==> src/rtl/ddr3_cmd_arbiter.sv <==
`default_nettype none
// ============================================================================
// Module   : ddr3_cmd_arbiter
// Purpose  : Shares the DDL command port between the cfg/refresh sequencer
//            (highest priority), the main controller FSM (port A) and the
//            fast-read bypass controller (port B). Registered grant,
//            round-robin between A and B, sequence locking for atomic
//            ACT->RD/WR->PRE transactions.
// Revision : 1.0  initial release
// ============================================================================
module ddr3_cmd_arbiter #(
   parameter int              DDR_ROW_BITS = 15,
   parameter logic [2:0]      CMD_NOP      = 3'b111,
   parameter int              MAX_SEQ      = 8
) (
   input  logic                    clock,
   input  logic                    reset,
   input  logic                    cfg_run_i,
   input  logic                    ref_i,
   input  logic                    cfg_req_i,
   input  logic                    cfg_seq_i,
   input  logic [2:0]              cfg_cmd_i,
   input  logic [2:0]              cfg_ba_i,
   input  logic [DDR_ROW_BITS-1:0] cfg_adr_i,
   output logic                    cfg_rdy_o,
   input  logic                    a_req_i,
   input  logic                    a_seq_i,
   input  logic [2:0]              a_cmd_i,
   input  logic [2:0]              a_ba_i,
   input  logic [DDR_ROW_BITS-1:0] a_adr_i,
   output logic                    a_rdy_o,
   output logic                    a_ref_o,
   input  logic                    b_req_i,
   input  logic                    b_seq_i,
   input  logic [2:0]              b_cmd_i,
   input  logic [2:0]              b_ba_i,
   input  logic [DDR_ROW_BITS-1:0] b_adr_i,
   output logic                    b_rdy_o,
   output logic                    b_ref_o,
   output logic                    ddl_req_o,
   output logic                    ddl_seq_o,
   output logic [2:0]              ddl_cmd_o,
   output logic [2:0]              ddl_ba_o,
   output logic [DDR_ROW_BITS-1:0] ddl_adr_o,
   input  logic                    ddl_rdy_i,
   output logic                    lock_err_o
);

   // Last count value allowed under one lock; the accept at this count forces release.
   localparam logic [7:0] SEQ_LAST = 8'(MAX_SEQ - 1);

   typedef enum logic [1:0] {
      IDLE  = 2'd0,
      G_CFG = 2'd1,
      G_A   = 2'd2,
      G_B   = 2'd3
   } state_t;

   state_t     state_q, state_d;
   logic       rr_q, rr_d;          // 0: A preferred, 1: B preferred
   logic [7:0] count_q, count_d;
   logic       lock_err_q, lock_err_d;

   logic       sel_req;
   logic       sel_seq;

   // Refresh pending is simply forwarded to both controllers.
   assign a_ref_o    = ref_i;
   assign b_ref_o    = ref_i;
   assign lock_err_o = lock_err_q;

   // Command mux: the granted port drives the DDL; IDLE drives a NOP.
   always_comb begin
      ddl_req_o = 1'b0;
      ddl_seq_o = 1'b0;
      ddl_cmd_o = CMD_NOP;
      ddl_ba_o  = 3'd0;
      ddl_adr_o = '0;
      cfg_rdy_o = 1'b0;
      a_rdy_o   = 1'b0;
      b_rdy_o   = 1'b0;
      sel_req   = 1'b0;
      sel_seq   = 1'b0;
      case (state_q)
         G_CFG: begin
            ddl_req_o = cfg_req_i;
            ddl_seq_o = cfg_seq_i;
            ddl_cmd_o = cfg_cmd_i;
            ddl_ba_o  = cfg_ba_i;
            ddl_adr_o = cfg_adr_i;
            cfg_rdy_o = ddl_rdy_i & cfg_req_i;
            sel_req   = cfg_req_i;
            sel_seq   = cfg_seq_i;
         end
         G_A: begin
            ddl_req_o = a_req_i;
            ddl_seq_o = a_seq_i;
            ddl_cmd_o = a_cmd_i;
            ddl_ba_o  = a_ba_i;
            ddl_adr_o = a_adr_i;
            a_rdy_o   = ddl_rdy_i & a_req_i;
            sel_req   = a_req_i;
            sel_seq   = a_seq_i;
         end
         G_B: begin
            ddl_req_o = b_req_i;
            ddl_seq_o = b_seq_i;
            ddl_cmd_o = b_cmd_i;
            ddl_ba_o  = b_ba_i;
            ddl_adr_o = b_adr_i;
            b_rdy_o   = ddl_rdy_i & b_req_i;
            sel_req   = b_req_i;
            sel_seq   = b_seq_i;
         end
         default: ;
      endcase
   end

   // Grant selection, lock tracking and forced release.
   always_comb begin
      state_d    = state_q;
      rr_d       = rr_q;
      count_d    = count_q;
      lock_err_d = lock_err_q;
      if (state_q == IDLE) begin
         count_d = 8'd0;
         if (cfg_req_i) begin
            state_d = G_CFG;
         end else if (cfg_run_i && !ref_i) begin
            if (a_req_i && b_req_i) begin
               state_d = rr_q ? G_B : G_A;
            end else if (a_req_i) begin
               state_d = G_A;
            end else if (b_req_i) begin
               state_d = G_B;
            end
         end
      end else if (!sel_req) begin
         // Requester dropped its request while granted: abandon the grant.
         state_d = IDLE;
         count_d = 8'd0;
      end else if (ddl_rdy_i) begin
         if (!sel_seq || (count_q == SEQ_LAST)) begin
            state_d = IDLE;
            count_d = 8'd0;
            if (sel_seq) begin
               lock_err_d = 1'b1;
            end
            // Hand preference to the other A/B port after a completed grant.
            if (state_q == G_A) begin
               rr_d = 1'b1;
            end else if (state_q == G_B) begin
               rr_d = 1'b0;
            end
         end else begin
            count_d = count_q + 8'd1;
         end
      end
   end

   // State registers with asynchronous reset so a mid-lock reset releases the port at once.
   always_ff @(posedge clock or posedge reset) begin
      if (reset) begin
         state_q    <= IDLE;
         rr_q       <= 1'b0;
         count_q    <= 8'd0;
         lock_err_q <= 1'b0;
      end else begin
         state_q    <= state_d;
         rr_q       <= rr_d;
         count_q    <= count_d;
         lock_err_q <= lock_err_d;
      end
   end

endmodule
`default_nettype wire

==> config.mk <==
export PLATFORM = sky130hd
export DESIGN_NAME = ddr3_cmd_arbiter
export DESIGN_NICKNAME = d
export VERILOG_FILES = /design/src/rtl/ddr3_cmd_arbiter.sv
export SDC_FILE = /design/constraint.sdc
export NUM_CORES = 1
export LEC_CHECK = 0
export BUFFER_PORTS_ARGS = -buffer_cell sky130_fd_sc_hd__buf_2
export CORE_ASPECT_RATIO = 1.4
export CORE_UTILIZATION = 37
export DETAILED_ROUTE_END_ITERATION = 8
export PLACE_DENSITY_LB_ADDON = 0.08
export SLEW_MARGIN = 25
export SYNTH_ARGS = -nofsm -noshare
export SYNTH_HDL_FRONTEND = slang
export SYNTH_SLANG_ARGS = --single-unit
==> constraint.sdc <==
create_clock -name clock -period 2.05 [get_ports clock]
set_input_delay 0.205 -clock clock [delete_from_list [all_inputs] [get_ports clock]]
set_output_delay 0.205 -clock clock [all_outputs]
set_load 0.02 [all_outputs]
# Word level (Yosys, flattened, before mapping)
# Index checks and enable logic that the tools add are counted.
[totals] reg_bits=12 input_bits=74 output_inout_bits=29 wordCells=51
[op_classes] addsub=1 n_eq_ne=8 muxes=24 n_bitwise=4 n_reduce_logical=10
[op_table] op="case mux 15 bit (3 select lines)" n=1
[op_table] op="two-way mux 8 bit" n=4
[op_table] op="two-way mux 2 bit" n=9
[op_table] op="case mux 3 bit (3 select lines)" n=2
[op_table] op="AND reduction 5 bit" n=2
[op_table] op="adder 8 x 1 -> 8 bit (second input constant)" n=1
[op_table] op="== test 8 x 3 -> 1 bit (second input constant)" n=1
[op_table] op="two-way mux 1 bit" n=6
[op_table] op="!= test 3 x 1 -> 1 bit (second input constant)" n=2
[op_table] op="case mux 1 bit (3 select lines)" n=2
[op_table] op="!= test 5 x 4 -> 1 bit (second input constant)" n=1
[op_table] op="== test 2 bit (second input constant)" n=2
[op_table] op="AND reduction 4 bit" n=1
[op_table] op="AND 1 bit" n=3
[op_table] op="!= test 3 x 2 -> 1 bit (second input constant)" n=1
[op_table] op="== test 2 x 1 -> 1 bit (second input constant)" n=1
[op_table] op="logical AND 1 bit" n=2
[op_table] op="zero test 1 bit" n=2
[op_table] op="zero test 2 bit" n=1
[op_table] op="nonzero test 2 bit" n=1
[op_table] op="logical OR 1 bit" n=1
[op_table] op="NOT 1 bit" n=1

# Depth between registers and ports, before layout
[depth] word_depth=8 mapped_depth=6 depth_no_buf=5

# Least setup slack after synthesis
# Ideal clock, no wire load.
[synth_path] path_kind="flip-flop to flip-flop" startpoint="register state_q[1]" endpoint="register lock_err_q, in the netlist lock_err_o" setup_ps=120 arrival_ps=1572 required_time_ps=1930 setup_slack_ps=359 path_stages_with_launch=7 n_path_buf=1 period_less_slack_ps=1691 cell_sequence="dfrtp_1 > buf_6 > mux2_4 > a22oi_4 > inv_4 > and3_1 > a31o_1"
[synth_via] word_cells_on_any_way=10 cone_classes="eq/ne: 3; mux: 2; bitwise: 1; reduce/logical: 4"
[synth_rtl] element="start: declaration" line_no="59" rtl="state_t state_q, state_d;"
[synth_rtl] element="start signal: assignment" line_no="169" rtl="state_q <= state_d;"
[synth_rtl] element="== test 2 bit / == test 2 x 1 -> 1 bit (equally long branches)"
[synth_rtl] element="case mux 1 bit (3 select lines) *"
[synth_rtl] element="via ddl_req_o" line_no="40" rtl="output logic ddl_req_o,"
[synth_rtl] element="AND reduction 5 bit (no source line) *"
[synth_rtl] element="end signal: assignment" line_no="172" rtl="lock_err_q <= lock_err_d;"
[synth_rtl] element="end: declaration" line_no="62" rtl="logic lock_err_q, lock_err_d;"
# The timed path passes the listed nets; every way through them passes the cells marked *.
# A chain may end at the register's enable or synchronous reset.

# Final worst setup path
[layout_path] startpoint="register state_q[1]" endpoint="output ddl_seq_o"
[layout_via] elab_chain_cells=2 word_cells_on_any_way=4 cone_classes="eq/ne: 3; mux: 1"
[layout_lines] element="== test 2 bit / == test 2 x 1 -> 1 bit (equally long branches)" line_no="84" rtl="case (state_q)"
[layout_lines] element="case mux 1 bit (3 select lines) *" line_no="84"
[layout_lines] element="end: declaration" line_no="41" rtl="output logic ddl_seq_o,"
# Mark *: on every way between the ends. The rest lies on a longest branch, timed or not.

==> results.json <==
{
  "wirelength_um": 4050,
  "cts_inserted_buffers": 3,
  "maxSlewViolCount": 0,
  "fin_area_um2": 1890,
  "path_cells": "nor2b_1, a22o_1, buf_4, buf_2",
  "worst_ep_required_time_ns": 1.85,
  "power.density_nw_per_um2": 523,
  "grt_max_degree": 32,
  "placed_area_um2": 1840,
  "fmax_mhz": 524,
  "num-fill-cells": 333,
  "worst_slew_pin_slew_ns": 0.471,
  "synthArstFlopShare_pct": 100,
  "synthTopCellsByCount": "a22o_1 (19), mux2_2 (19), dfrtp_1 (12), nand2_1 (8)",
  "use_met2_pct": 37.5,
  "crit_fanout": 7,
  "drc": 0,
  "clk_pin_slew_ns": 0.05,
  "setup_viol": 0,
  "use_met3_pct": 2.94,
  "grt_pass1_vias": 1430,
  "synth_area_um2": 1290,
  "grt_first_pass_wirelength_um": 6220,
  "nets": 323,
  "cts_root_buffer": "clkbuf_8",
  "clock_sinks": 12,
  "rsz0062_at_grt": "false",
  "grt_use_met1_pct": 24.8,
  "overflow": 0,
  "p_int_mw": 0.604,
  "start_util_pct": 38.7,
  "clock_latency_ns": 0.25,
  "syn2layout_area_growth_pct": 46.3,
  "hold_violations": 0,
  "crit_path_end_kind": "primary output",
  "p_sw_mw": 0.385,
  "leakagePower_nw": 0.968,
  "ys_seq_area_share_pct": 23.2,
  "hold_path.class": "in2reg",
  "fp.dieW_um": 52.0,
  "finalCritPeriodShare_pct": 93.0,
  "place_ws_ns": 0.353,
  "final_util_pct": 56.6,
  "via_per_inst": 5.43,
  "pwr-share-clk_pct": 22.0,
  "avgSynthCellArea_um2": 8.86,
  "synth.distinct_cells": 41,
  "row_count": 25,
  "ys_ff_latch": 12,
  "ant_nets": 0,
  "worst_clock_skew_ns": 0.00367,
  "dieArea_um2": 3740,
  "switching_share_pct": 38.9,
  "ir_worst_vdd_mv": 0.422,
  "slowest_stage": "dfrtp_1",
  "core-area_um2": 3350,
  "synthTopCellsByArea": "dfrtp_1 (23%), mux2_2 (17%), a22o_1 (13%)",
  "seqPwrFrac_pct": 25.7,
  "yosysWarnings": 0,
  "wire_per_inst_um": 14.2,
  "pwr-share-comb_pct": 52.3,
  "synth_top_cell_area_share_pct": 23.2,
  "slowest_delay_ns": 0.42,
  "syn_nets": 221,
  "antenna_found_initial": 0,
  "gp_congestion": 0.757,
  "cp-start-kind": "flip-flop",
  "synth_edf_count": 0,
  "io_pins": 103,
  "status": "finished clean",
  "grt.busiest_layer": "met2",
  "clock_path_buffers": 2,
  "maxCapViolCount": 0,
  "place.port_buffers": 102,
  "synth_cells": 146,
  "layout-drive-gt1-share_pct": 54.9,
  "grt_util_all_layers_pct": 21.8,
  "first_iter_violations": 33,
  "cts_htree_levels": 1,
  "worstSetupPathType": "reg2out",
  "cts_tree": "yes",
  "tns_ns": 0,
  "die_h_um": 72.0,
  "first_pass_iters": 4,
  "slew_headroom_pct": 68.6,
  "synth_ff_type": "dfrtp_1",
  "dpl.hpwl_um": 3090,
  "fin_crit_ns": 1.91,
  "yosysTopAreaCell": "dfrtp_1",
  "setup_ws_ns": 0.143,
  "vias": 1553,
  "diodes": 0,
  "arrival_ns": 1.70
}
-- placed cells by master (no fill, tap or decap), drive strengths merged, types with 2 or more instances in the layout --
cell type / instances
a21boi: 3
mux2: 20
mux2i: 4
clkbuf: 3
nand2: 8
a21oi: 5
buf: 110
inv: 4
dfrtp: 12
and3: 2
nor2: 7
nor3: 3
nand3: 5
a31oi: 7
nand4: 4
nand2b: 5
nand3b: 3
nand4b: 2
nor2b: 3
a22o: 19
nor3b: 2
-- cell type report --
| type | instances | area (um2) | share of cell area [%] |
|---|---|---|---|
| inverter | 4 | 17.5 | 0.925 |
| clock buffer | 3 | 41.3 | 2.18 |
| sequential | 12 | 300 | 15.9 |
| tap | 40 | 50.0 | 2.64 |
| timing repair buffer | 111 | 581 | 30.7 |
| multi-input combinational | 116 | 903 | 47.7 |
-- per-stage QoR --
stage,power [mW],std cells,hold WS [ns]
6_report,0.989,286,0.305
3_3_place_gp,0.778,282,0.247
2_1_floorplan,0.593,146,0.0697
5_1_grt,1.05,286,0.346
4_1_cts,1.00,286,0.304
3_5_place_dp,0.777,282,0.248
-- worst max-delay path: cells and delay by family, from the launching register on --
| family | cells | cell delay, ns |
|---|---|---|
| DFF | 1 | 0.42 |
| AOI/OAI and AO/OA | 1 | 0.36 |
| buffers and inverters | 2 | 0.36 |
| and+or+nand+nor | 1 | 0.32 |
-- sequential cells by signal (all words and copies together) (netlist names) --
name / count
rr_q: 1
lock_err_o: 1
state_q: 2
count_q: 8
-- logic make-up (layout without fill, tap and decap cells) --
kind of cell,Yosys count,in the layout,share of synthesized area [%]
AOI/OAI and AO/OA,42,42,25.8
adders and majority gates,1,1,0.967
buffers and inverters,18,118,6.96
DFF,12,12,23.2
muxes,24,24,20.8
and+or+nand+nor,49,49,22.2
-- layer usage --
metal	wire [um]	up-vias
li1	-	773
met1	1610	708
met2	2020	65
met3	320	7
met4	107	0
met5	0	-
-- timing repair --
item                      CTS  global route
buffers inserted            0             0
hold endpoints to repair   12             0
hold buffers                1             0
gates resized for setup     0             0
-- path summary, 6_finish.rpt --
path / startpoint / end / slack, ns / cells past startpoint
max reg2reg: state_q[1]$_DFFE_PP0P_ / count_q[4]$_DFFE_PP0P_ / 0.33 / 5
min: b_req_i / state_q[1]$_DFFE_PP0P_ / 0.30 / 3
min in group asynchronous: reset / rr_q$_DFFE_PP0P_ / 0.52 / 3
max in group asynchronous: reset / state_q[0]$_DFFE_PP0P_ / 1.21 / 3
max: state_q[1]$_DFFE_PP0P_ / ddl_seq_o / 0.14 / 4
min reg2reg: lock_err_o$_DFFE_PP0P_ / lock_err_o$_DFFE_PP0P_ / 0.46 / 1
-- power groups by stage --
stage / combinational, mW / clock, mW / sequential, mW
final: 0.517 / 0.217 / 0.254
after CTS: 0.521 / 0.227 / 0.254
after global routing: 0.562 / 0.234 / 0.255
after floorplan: 0.332 / 0 / 0.261
after detailed placement: 0.519 / 0 / 0.258
after global placement: 0.520 / 0 / 0.258
Power figures use the tool's default switching activity.
